## src/rtl/bsr_stack_pkg.sv

```systemverilog
// Shared types and constants for the bit-stack controller.
// No logic, no latency; naming only.
package bsr_stack_pkg;

    typedef enum logic [1:0] {
        IDLE  = 2'd0,
        SHIFT = 2'd1,
        RESP  = 2'd2
    } state_t;

    localparam logic OP_PUSH = 1'b1;
    localparam logic OP_POP  = 1'b0;
    localparam logic ID_A    = 1'b0;
    localparam logic ID_B    = ~ID_A;

    function automatic int idx_width(input int w);
        return (w > 1) ? $clog2(w) : 1;
    endfunction

endpackage

```

## src/rtl/bsr_rr_arb2.sv

```systemverilog
// Two-requester round-robin arbiter; combinational grant, last winner registered on i_advance.
// No backpressure: a grant is offered every cycle any request is high.
module bsr_rr_arb2
    import bsr_stack_pkg::*;
(
    input  logic       clk,
    input  logic       rst,
    input  logic [1:0] i_req,
    input  logic       i_advance,
    output logic [1:0] o_gnt
);

    logic r_last;

    always_comb begin
        o_gnt = i_req;
        if (i_req == 2'b11) begin
            o_gnt = (r_last == ID_B) ? 2'b01 : 2'b10;
        end
    end

    // Resetting to B hands the first contested grant to A.
    always_ff @(posedge clk or posedge rst) begin
        if (rst) begin
            r_last <= ID_B;
        end else if (i_advance && (|o_gnt)) begin
            r_last <= o_gnt[1];
        end
    end

endmodule

```

## src/rtl/bsr_stack_ctrl.sv

```systemverilog
// Word push/pop controller for a serial bit-stack; rsp_valid WORD_W+1 cycles after gnt (1 if rejected).
// Requests wait in IDLE until granted; BSR_STACK_CTRL_STATS_EN adds saturating ovf/unf counters.
module bsr_stack_ctrl
    import bsr_stack_pkg::*;
#(
    parameter int DEPTH  = 4,
    parameter int WORD_W = 2
) (
    input  logic                       clk,
    input  logic                       rst,
    input  logic                       a_req,
    input  logic                       a_op,
    input  logic [WORD_W-1:0]          a_wdata,
    output logic                       a_gnt,
    input  logic                       b_req,
    input  logic                       b_op,
    input  logic [WORD_W-1:0]          b_wdata,
    output logic                       b_gnt,
    output logic                       rsp_valid,
    output logic                       rsp_id,
    output logic                       rsp_err,
    output logic [WORD_W-1:0]          rsp_rdata,
    output logic [$clog2(DEPTH+1)-1:0] count,
    output logic                       full,
    output logic                       empty,
`ifdef BSR_STACK_CTRL_STATS_EN
    output logic [7:0]                 ovf_cnt,
    output logic [7:0]                 unf_cnt,
`endif
    output logic                       sr_enb,
    output logic                       sr_dir,
    output logic                       sr_in,
    input  logic                       sr_top,
    output logic                       sr_rstn
);

    localparam int CNT_W = $clog2(DEPTH+1);
    localparam int IDX_W = idx_width(WORD_W);

    state_t              r_state, w_state_nxt;
    logic [CNT_W-1:0]    r_count;
    logic [IDX_W-1:0]    r_idx;
    logic                r_id, r_op, r_err;
    logic [WORD_W-1:0]   r_wdata;
    logic                r_a_gnt, r_b_gnt;
    logic                r_rsp_valid, r_rsp_id, r_rsp_err;
    logic [WORD_W-1:0]   r_rsp_rdata;
    logic                r_sr_enb, r_sr_dir, r_sr_in, r_sr_rstn;

    logic [1:0]          w_gnt;
    logic                w_grant, w_gnt_id, w_gnt_op, w_fit;
    logic [WORD_W-1:0]   w_gnt_wdata, w_rdata_shift;
    logic                w_sr_enb_nxt, w_sr_dir_nxt, w_sr_in_nxt, w_rsp_valid_nxt;

    bsr_rr_arb2 u_arb (
        .clk       (clk),
        .rst       (rst),
        .i_req     ({b_req, a_req}),
        .i_advance (w_grant),
        .o_gnt     (w_gnt)
    );

    always_comb begin
        w_grant     = (r_state == IDLE) && (|w_gnt);
        w_gnt_id    = w_gnt[1] ? ID_B : ID_A;
        w_gnt_op    = w_gnt[1] ? b_op : a_op;
        w_gnt_wdata = w_gnt[1] ? b_wdata : a_wdata;
        if (w_gnt_op == OP_PUSH) begin
            w_fit = (int'(r_count) + WORD_W) <= DEPTH;
        end else begin
            w_fit = int'(r_count) >= WORD_W;
        end
    end

    always_ff @(posedge clk or posedge rst) begin
        if (rst) begin
            r_state <= IDLE;
        end else begin
            r_state <= w_state_nxt;
        end
    end

    // Pin drives lag the state by one cycle, so the last SHIFT bit lands on the RESP edge.
    always_comb begin
        w_state_nxt     = r_state;
        w_sr_enb_nxt    = 1'b0;
        w_sr_dir_nxt    = 1'b0;
        w_sr_in_nxt     = 1'b0;
        w_rsp_valid_nxt = 1'b0;
        unique case (r_state)
            IDLE: begin
                if (w_grant) begin
                    w_state_nxt = w_fit ? SHIFT : RESP;
                end
            end
            SHIFT: begin
                w_sr_enb_nxt = 1'b1;
                w_sr_dir_nxt = r_op;
                w_sr_in_nxt  = (r_op == OP_PUSH) ? r_wdata[r_idx] : 1'b0;
                if (r_idx == IDX_W'(WORD_W-1)) begin
                    w_state_nxt = RESP;
                end
            end
            RESP: begin
                w_rsp_valid_nxt = 1'b1;
                w_state_nxt     = IDLE;
            end
            default: begin
                w_state_nxt = IDLE;
            end
        endcase
    end

    generate
        if (WORD_W > 1) begin : g_shift_multi
            assign w_rdata_shift = {r_rsp_rdata[WORD_W-2:0], sr_top};
        end else begin : g_shift_single
            assign w_rdata_shift = sr_top;
        end
    endgenerate

    always_ff @(posedge clk or posedge rst) begin
        if (rst) begin
            r_count     <= '0;
            r_idx       <= '0;
            r_id        <= 1'b0;
            r_op        <= 1'b0;
            r_err       <= 1'b0;
            r_wdata     <= '0;
            r_a_gnt     <= 1'b0;
            r_b_gnt     <= 1'b0;
            r_rsp_valid <= 1'b0;
            r_rsp_id    <= 1'b0;
            r_rsp_err   <= 1'b0;
            r_rsp_rdata <= '0;
            r_sr_enb    <= 1'b0;
            r_sr_dir    <= 1'b0;
            r_sr_in     <= 1'b0;
            r_sr_rstn   <= 1'b0;
        end else begin
            r_sr_rstn   <= 1'b1;
            r_a_gnt     <= w_grant && (w_gnt_id == ID_A);
            r_b_gnt     <= w_grant && (w_gnt_id == ID_B);
            r_sr_enb    <= w_sr_enb_nxt;
            r_sr_dir    <= w_sr_dir_nxt;
            r_sr_in     <= w_sr_in_nxt;
            r_rsp_valid <= w_rsp_valid_nxt;
            r_rsp_id    <= w_rsp_valid_nxt && r_id;
            r_rsp_err   <= w_rsp_valid_nxt && r_err;

            if (w_grant) begin
                r_id    <= w_gnt_id;
                r_op    <= w_gnt_op;
                r_wdata <= w_gnt_wdata;
                r_err   <= ~w_fit;
                r_idx   <= '0;
            end else if (r_state == SHIFT) begin
                r_idx <= r_idx + 1'b1;
            end

            if (r_sr_enb) begin
                r_count <= r_sr_dir ? r_count + 1'b1 : r_count - 1'b1;
            end

            // Popped bits arrive MSB first; the response word doubles as the deserializer.
            if (w_grant || r_rsp_valid) begin
                r_rsp_rdata <= '0;
            end else if (r_sr_enb && (r_sr_dir == OP_POP)) begin
                r_rsp_rdata <= w_rdata_shift;
            end
        end
    end

`ifdef BSR_STACK_CTRL_STATS_EN
    logic [7:0] r_ovf_cnt, r_unf_cnt;

    always_ff @(posedge clk or posedge rst) begin
        if (rst) begin
            r_ovf_cnt <= '0;
            r_unf_cnt <= '0;
        end else if (w_grant && !w_fit) begin
            if (w_gnt_op == OP_PUSH) begin
                if (r_ovf_cnt != 8'hFF) r_ovf_cnt <= r_ovf_cnt + 1'b1;
            end else begin
                if (r_unf_cnt != 8'hFF) r_unf_cnt <= r_unf_cnt + 1'b1;
            end
        end
    end

    assign ovf_cnt = r_ovf_cnt;
    assign unf_cnt = r_unf_cnt;
`endif

    assign a_gnt     = r_a_gnt;
    assign b_gnt     = r_b_gnt;
    assign rsp_valid = r_rsp_valid;
    assign rsp_id    = r_rsp_id;
    assign rsp_err   = r_rsp_err;
    assign rsp_rdata = r_rsp_rdata;
    assign count     = r_count;
    assign full      = int'(r_count) > (DEPTH - WORD_W);
    assign empty     = int'(r_count) < WORD_W;
    assign sr_enb    = r_sr_enb;
    assign sr_dir    = r_sr_dir;
    assign sr_in     = r_sr_in;
    assign sr_rstn   = r_sr_rstn;

endmodule
```

## config.mk

```make
export PLATFORM = sky130hd
export DESIGN_NAME = bsr_stack_ctrl
export DESIGN_NICKNAME = d
export VERILOG_FILES = /design/src/rtl/bsr_stack_pkg.sv /design/src/rtl/bsr_rr_arb2.sv /design/src/rtl/bsr_stack_ctrl.sv
export SDC_FILE = /design/constraint.sdc
export NUM_CORES = 1
export LEC_CHECK = 0
export CAP_MARGIN = 40
export CELL_PAD_IN_SITES_DETAIL_PLACEMENT = 0
export CELL_PAD_IN_SITES_GLOBAL_PLACEMENT = 1
export CORE_ASPECT_RATIO = 1.2
export CORE_UTILIZATION = 36
export DETAILED_ROUTE_END_ITERATION = 6
export GPL_TIMING_DRIVEN = 0
export PLACE_DENSITY_LB_ADDON = 0.1
export SLEW_MARGIN = 20
export SYNTH_ARGS = -nofsm -noshare
export SYNTH_HDL_FRONTEND = slang
export SYNTH_HIERARCHICAL = 1
export SYNTH_SLANG_ARGS = --single-unit
```

## constraint.sdc

```tcl
create_clock -name clk -period 2.4 [get_ports clk]
set_clock_uncertainty 0.1 [all_clocks]
set_input_delay 0.72 -clock clk [delete_from_list [all_inputs] [get_ports clk]]
set_output_delay 0.72 -clock clk [all_outputs]
set_load 0.02 [all_outputs]
```

# After elaboration in Yosys (flattened, before gate mapping)
# Index checks and enable logic that the tools add are counted.
# classes
bitwise_logic	3
magnitude_cmp	5
n_eq_ne	5
addsub	4
n_reduce_logical	13
n_mux	22
# op_table
operator	count
2-bit two-way mux	8
1-bit two-way mux	12
1-bit logical AND	7
3-bit by 2-bit adder with 4-bit output (second input constant)	1
2-bit == test (second input constant)	2
4-bit by 3-bit <= comparator with 1-bit output (second input constant)	1
2-bit case mux with 2 select lines	1
2-bit nonzero test	2
3-bit by 1-bit adder with 3-bit output (second input constant)	1
3-bit by 2-bit greater-or-equal comparator with 1-bit output (second input constant)	1
3-bit by 2-bit greater-than comparator with 1-bit output (second input constant)	1
3-bit by 2-bit less-than comparator with 1-bit output (second input constant)	1
3-bit two-way mux	1
1-bit inverter	3
3-bit by 1-bit subtractor with 3-bit output (second input constant)	1
2-bit by 1-bit == test with 1-bit output (second input constant)	1
2-bit logical NOT	1
1-bit by 2-bit less-than comparator with 1-bit output (second input constant)	1
2-bit by 1-bit inequality test with 1-bit output (second input constant)	1
2-bit inequality test (second input constant)	1
2-bit AND reduction	1
2-bit OR reduction	1
1-bit adder (second input constant)	1
1-bit logical OR	1
# word_totals
inputBits	11
regBits	23
output_inout_bits	16
wordCells	70

# Depth between registers and ports, before layout
# Gate-level depths: netlist of run 1.
# depth
depth_word	7
depth_mapped	7
ltp_nobuf	6

# Hierarchy
# Netlist of run 1, hierarchy kept.
# by_module_without_submodules
mod	instances	area_each_um2	cells_each	seq_area_each_um2
bsr_stack_ctrl	1	975.9	87	550.5
bsr_rr_arb2	1	60.1	7	26.3

# Worst setup path after synthesis of run 1
# OpenSTA, ideal clock, no wires.
# synth_timing
path_type	flip-flop to output port
start	reg r_count[2] (netlist: count[2])
end	out full
path_buffers	0
slack_ps	319
arrival_time_ps	1261
path_stages_with_launch	4
required_time_ps	1580
path_cell_list	dfrtp_1 -> inv_1 -> ha_1 -> o21ai_0
# synth_via
elab_chain_cells	1
# synth_rtl
item	line	rtl
start, declared	bsr_stack_ctrl.sv:41	logic [CNT_W-1:0] r_count;
start signal, assigned	bsr_stack_ctrl.sv:162	r_count <= r_sr_dir ? r_count + 1'b1 : r_count - 1'b1;
3-bit by 2-bit greater-than comparator with 1-bit output	bsr_stack_ctrl.sv:201	assign full = int'(r_count) > (DEPTH - WORD_W);
end, declared	bsr_stack_ctrl.sv:24	output logic full,
# No other way between the ends.

# Worst setup path after layout of run 1
# layout_timing
start	in b_req
end	reg r_state[0]
# layout_via
elab_chain_cells	7
# layout_rtl
item	line	rtl
start, declared	bsr_stack_ctrl.sv:15	input logic b_req,
2-bit == test	bsr_rr_arb2.sv:17	if (i_req == 2'b11) begin
2-bit two-way mux *	bsr_rr_arb2.sv:17	
net w_gnt[1]	bsr_stack_ctrl.sv:50	logic [1:0] w_gnt;
1-bit two-way mux	bsr_stack_ctrl.sv:66	w_gnt_op = w_gnt[1] ? b_op : a_op;
1-bit two-way mux	bsr_stack_ctrl.sv:68	if (w_gnt_op == OP_PUSH) begin
2-bit two-way mux	bsr_stack_ctrl.sv:93	w_state_nxt = w_fit ? SHIFT : RESP;
2-bit two-way mux	bsr_stack_ctrl.sv:92	if (w_grant) begin
2-bit case mux with 2 select lines	bsr_stack_ctrl.sv:90	unique case (r_state)
end signal, assigned	bsr_stack_ctrl.sv:79	r_state <= w_state_nxt;
end, declared	bsr_stack_ctrl.sv:40	state_t r_state, w_state_nxt;
# The timed path passes the listed nets; every way through them passes the cells marked *. The select of a mux whose other input is x is not followed.
# A chain may end at the register's enable or synchronous reset.

==> results of run 1 <==
stage by stage:
stage,setup slack [ns],hold WS [ns]
after floorplan,0.319,0.341
after global placement,-0.195,0.347
after detailed placement,-0.277,0.355
after CTS,0.0559,0.372
after global routing,0.0210,0.404
final,0.117,0.365
flip-flops by register name, summed over array words and instances (netlist names):
name          cells
a_gnt             1
r_wdata           2
count             3
u_arb/r_last      1
rsp_rdata         2
r_id              1
rsp_valid         1
rsp_id            1
sr_dir            1
r_op              1
rsp_err           1
r_state           2
r_idx             1
sr_enb            1
sr_rstn           1
r_err             1
sr_in             1
b_gnt             1
final cells by class:
type,instances,area [sq um]
Fill cell,268,1250
Sequential cell,23,577
Multi-Input combinational cell,61,417
Timing Repair Buffer,27,269
Tap cell,33,41.3
Inverter,8,30.0
Clock buffer,4,26.3
Buffer,2,16.3
power by group through the flow:
stage	sequential (W)	combinational (W)	clock (W)
floorplan	0.000788	0.000464	0
global placement	0.000710	0.000858	0
detailed placement	0.000718	0.000881	0
CTS	0.000708	0.000866	0.000184
global route	0.000733	0.000950	0.000202
finish	0.000702	0.000852	0.000177
path summary, 6_finish.rpt:
| kind | endpoint | cells after the start | slack, ns |
|---|---|---|---|
| worst max-delay path | r_state[0]$_DFFE_PP0P_ | 6 | 0.12 |
| worst min-delay path | rsp_rdata[1]$_DFFE_PP0P_ | 1 | 0.36 |
| worst max register to register | u_arb/r_last$_DFFE_PP1P_ | 7 | 0.57 |
| worst min register to register | rsp_rdata[1]$_DFFE_PP0P_ | 1 | 0.36 |
| max in group asynchronous | count[2]$_DFFE_PP0P_ | 3 | 1.18 |
| min in group asynchronous | r_id$_DFFE_PP0P_ | 2 | 0.60 |
kinds of logic (layout without fill, tap and decap cells):
| family | count (synthesis) | in the layout |
|---|---|---|
| AND/OR/NAND/NOR | 25 | 25 |
| flip-flops | 23 | 23 |
| other | 1 | 1 |
| adder cells (fa/ha/maj) | 4 | 4 |
| multiplexers | 4 | 4 |
| XOR/XNOR | 3 | 3 |
| buffers and inverters | 10 | 41 |
| AO/OA/AOI/OAI | 24 | 24 |
critical path, cell delays in order:
cell             delay, ns
clkdlybuf4s50_1       0.52
a21boi_1              0.22
buf_6                 0.16
mux2i_1               0.14
a311o_1               0.39
a32o_1                0.25
repair_timing:
action                                  CTS  global route
gates resized for setup                   2             5
hold buffers                              0             0
pin swaps                                 0             0
endpoints found under the setup margin    2             3
Yosys cell counts (2+ instances only):
library cell / n / area share, %
dfrtp_1: 22 / 53
inv_1: 8 / 2.9
a31oi_1: 6 / 3.6
a21oi_1: 5 / 2.4
nand2_1: 5 / 1.8
nor2b_1: 5 / 3.0
and2_1: 4 / 2.4
mux2i_1: 4 / 3.9
nor2_1: 4 / 1.4
o21ai_0: 4 / 1.9
ha_1: 3 / 3.6
nor3_1: 3 / 1.4
a21boi_0: 2 / 1.4
o21a_1: 2 / 1.4
xnor2_1: 2 / 1.7
metal layers:
| metal | global-route usage, % | up-vias |
|---|---|---|
| li1 | - | 378 |
| met5 | 0 | - |
| met3 | 3.26 | 5 |
| met1 | 18.7 | 351 |
| met2 | 24.8 | 24 |
| met4 | 8.33 | 0 |
==> impl_metrics.toml, run 1 <==
[global_routing]
grt_pass1_vias = 745
grt_max_degree = 14
grt_antenna_before_repair = 0
grt.overflow.total = 0
grt_pass1_wl_mm = 3.40
grtUsageTotal_pct = 15.2

[placed_design]
place_area_sq_um = 1350
post-dp-hpwl_mm = 1.52
dp_cells = 154
gp_congestion = 0.763
io_buffers = 26

[finish]
final_core_util_pct = 52.4
drive_above_1_share_pct = 8.00
layout_commonest_cell = "clkdlybuf4s50_1"
final_cell_mix = "clkdlybuf4s50_1, dfrtp_1, inv_1, a31oi_1"
nets = 141
post-route-cell-area_sq_um = 1380
instances_no_fill = 158
antenna_cells = 0
areaGrowthSynthToFinish_pct = 32.9

[die]
die_w_um = 51.0
start_util_pct = 39.4
die-area_sq_um = 3100
die_y_um = 60.8
core_area_sq_um = 2630
num_io_pins = 27
rows = 20

[drt]
drt_iter0_markers = 7
routed-wl-met2_um = 931
routedWlPerCell_um = 12.0
vias = 758
ant_nets = 0
drtPass1Iterations = 4
via_per_inst = 4.80
top_layer = "met4"
routed-wl-met3_um = 93
drc = 0
routed_wl_mm = 1.90
m1WireLength_um = 830

[timing]
drv_slew = 0
setup_viol = 0
rsz0062_at_grt = "false"
min_period_over_period_pct = 95.1
tns_ns = 0
max_clock_freq_mhz = 438
min_period_ns = 2.28
hold_viol = 0

[flow_run]
cap_violations = 0

[yosys]
synthArstFlopShare_pct = 100
synth_seq_area_share_pct = 55.7
synthMuxAreaShare_pct = 3.86
synthesis.nets = 109
synth.cell_area_sq_um = 1040
syn-instance-count = 94
synthSimpleGateAreaFrac_pct = 12.6
synth_compound_area_share_pct = 15.0
synth_xor_area_share_pct = 2.54
yosysWarnings = 6
synth_top_family_by_area = "compound AO/OA/AOI/OAI gates"
yosys.area_share.adder_pct = 5.56
ys_types = 30
synth-seq-cells = 23
syn_avg_cell_area_sq_um = 11.0
ys.flop_type = "dfrtp_1"
synth-edff-count = 0

[min_path]
hold_class = "flop to flop"
min_from = "rsp_valid$_DFF_PP0_"

[clock_network]
clkTransAtPathRegs_ns = 0.12
htreeDepth = 1
cts_root_buffer = "clkbuf_4"
cts_setup_buffers = 0
tritoncts = "built"
clock_path_buffers = 2
clk_latency_ns = 0.31
cts.sinks = 23
numCtsBuffers = 3

[power]
pwr_density_cell_nw_per_um2 = 1260
p_leak_nw = 0.622
pwr-share-clk_pct = 10.2
power.total_w = 0.00173
p_seq_share_pct = 40.6
ir_worst_vdd_mv = 0.487
switchingPower_w = 0.000697
p_int_w = 0.00103
comb_power_share_pct = 49.2
p_sw_share_pct = 40.3

[worst_setup_path]
startpoint = "b_req"
crit_required_ns = 2.51
startpoint_type = "primary input"
path_class = "primary input to flop"
r2r_start = "u_arb/r_last$_DFFE_PP1P_"
critPathMaxFanout = 9
crit_path_end_kind = "flop"
cp.arrival_ns = 2.39

[status]
status = "finished, final reports clean"
Power figures use the tool's default switching activity.
==> run 2, diff against run 1 <==
Settings changed: CORE_UTILIZATION 36 to 39.
Clock period 2.4 ns to 2.7 ns, I/O delays scaled along.
==> impl_metrics.toml, run 2 (synthesis gave the netlist of run 1 again) <==
[worst_setup_path]
crit_family = "flip-flops"
startpoint_type = "flop"
crit_required_ns = 1.79
reg2regPathDepth = 7
critPathMaxFanout = 6
path_class = "flop to output port"
path_buf_inv = 1
ff2ff_setup_slack_ns = 0.73
path_cells = "ha_1, o21ai_0, dlygate4sd2_1"
r2r-end = "u_arb/r_last$_DFFE_PP1P_"
r2r_start = "u_arb/r_last$_DFFE_PP1P_"
cp.arrival_ns = 1.52
crit_path_end_kind = "output port"
slowest_delay_ns = 0.48
crit_slowest_cell = "dfrtp_1"

[placed_design]
post-dp-hpwl_mm = 1.48
io_buffers = 26
gp_congestion = 0.819

[min_path]
hold_class = "flop to flop"
hold_end = "rsp_rdata[1]$_DFFE_PP0P_"
min_path_cells = 1
min_from = "rsp_valid$_DFF_PP0_"

[finish]
layout_commonest_cell = "clkdlybuf4s50_1"
multiInputGateArea_sq_um = 413
drive_above_1_share_pct = 7.20
largest_reg_flops = 3
final_cell_mix = "clkdlybuf4s50_1, dfrtp_1, inv_1, a31oi_1"
antenna_cells = 0
n_fill_cell = 237
regArea_sq_um = 577
nets = 141
areaGrowthSynthToFinish_pct = 33.3

[timing]
setup_viol = 0
slew_headroom_pct = 63.7
min_period_over_period_pct = 90.2
min_period_ns = 2.43
rsz0062_at_grt = "false"
worst_pin_slew_ns = 0.544
max_clock_freq_mhz = 411
hold_ws_ns = 0.379
drv_slew = 0
hold_viol = 0
tns_ns = 0

[drt]
drtPass1Iterations = 4
vias = 792
via_per_inst = 5.01
ant_nets = 0
drt_iter0_markers = 21
drc = 0
routed_wl_mm = 1.92
routedWlPerCell_um = 12.2

[global_routing]
grt_antenna_before_repair = 0
grt_max_degree = 14
grt_pass1_vias = 816
grtUsageTotal_pct = 15.8
grt_pass1_wl_mm = 3.46
grt.overflow.total = 0

[clock_network]
htreeDepth = 1
tritoncts = "built"
clock_path_buffers = 2
clkTransAtPathRegs_ns = 0.13
numCtsBuffers = 3
cts_root_buffer = "clkbuf_4"
cts.sinks = 23
cts_setup_buffers = 0
clk_latency_ns = 0.31
postCtsHoldBufs = 0

[die]
core_area_sq_um = 2530
die_y_um = 58.5
rows = 20
num_io_pins = 27
die_w_um = 49.1
start_util_pct = 41.0
die-area_sq_um = 2870

[status]
status = "finished, final reports clean"

[power]
pwr_density_cell_nw_per_um2 = 1130
ir_worst_vdd_mv = 0.483
p_leak_nw = 0.635

[flow_run]
cap_violations = 0
-- run 2: cell type report --
class	count	area share, %
sequential	23	41.8
multi-input combinational	61	29.9
timing repair buffer	27	20.0
tap	33	2.99
inverter	8	2.17
clock buffer	3	1.63
buffer	2	1.18
clock inverter	1	0.362
-- run 2: through the flow --
| stage | instance area (sq um) | power, W | util, % | std cells | worst slack, ns |
|---|---|---|---|---|---|
| floorplan | 1040 | 0.00111 | - | 94 | 0.529 |
| global placement | 1340 | 0.00139 | 52.9 | 153 | -0.00263 |
| detailed placement | 1350 | 0.00142 | 53.5 | 154 | -0.0394 |
| CTS | 1380 | 0.00157 | 54.6 | 158 | 0.0340 |
| global route | 1380 | 0.00170 | 54.7 | 158 | 0.149 |
| finish | 1380 | 0.00156 | 54.7 | 158 | 0.266 |
-- run 2: metal layers --
| metal | wire (um) | part of all wire, % | track usage [%] |
|---|---|---|---|
| met3 | 60 | 3.1 | 2.33 |
| met1 | 835 | 43 | 19.0 |
| met2 | 1000 | 52 | 29.4 |
| met4 | 27 | 1.4 | 5.04 |
| met5 | 0 | 0 | 0 |
-- run 2: worst max path at each step --
stage,startpoint,slack (ns),end,depth (start not counted)
4_1_cts,count[1]$_DFFE_PP0P_,0.03,empty,3
2_1_floorplan,count[2]$_DFFE_PP0P_,0.53,full,3
3_5_place_dp,b_req,-0.04,r_state[0]$_DFFE_PP0P_,6
5_1_grt,a_req,0.15,u_arb/r_last$_DFFE_PP1P_,7
3_3_place_gp,b_req,-0.003,r_state[0]$_DFFE_PP0P_,6
6_report,count[1]$_DFFE_PP0P_,0.27,full,3
-- run 2: power breakdown --
| part | internal (W) | switching [W] |
|---|---|---|
| Sequential | 0.000491 | 0.000135 |
| Combinational | 0.000378 | 0.000395 |
| Clock | 0.0000554 | 0.000103 |
-- run 2: what timing repair did --
item / CTS / global route
resized for setup: 1 / 1
endpoints found under the setup margin: 1 / 1
cloned: 0 / 0
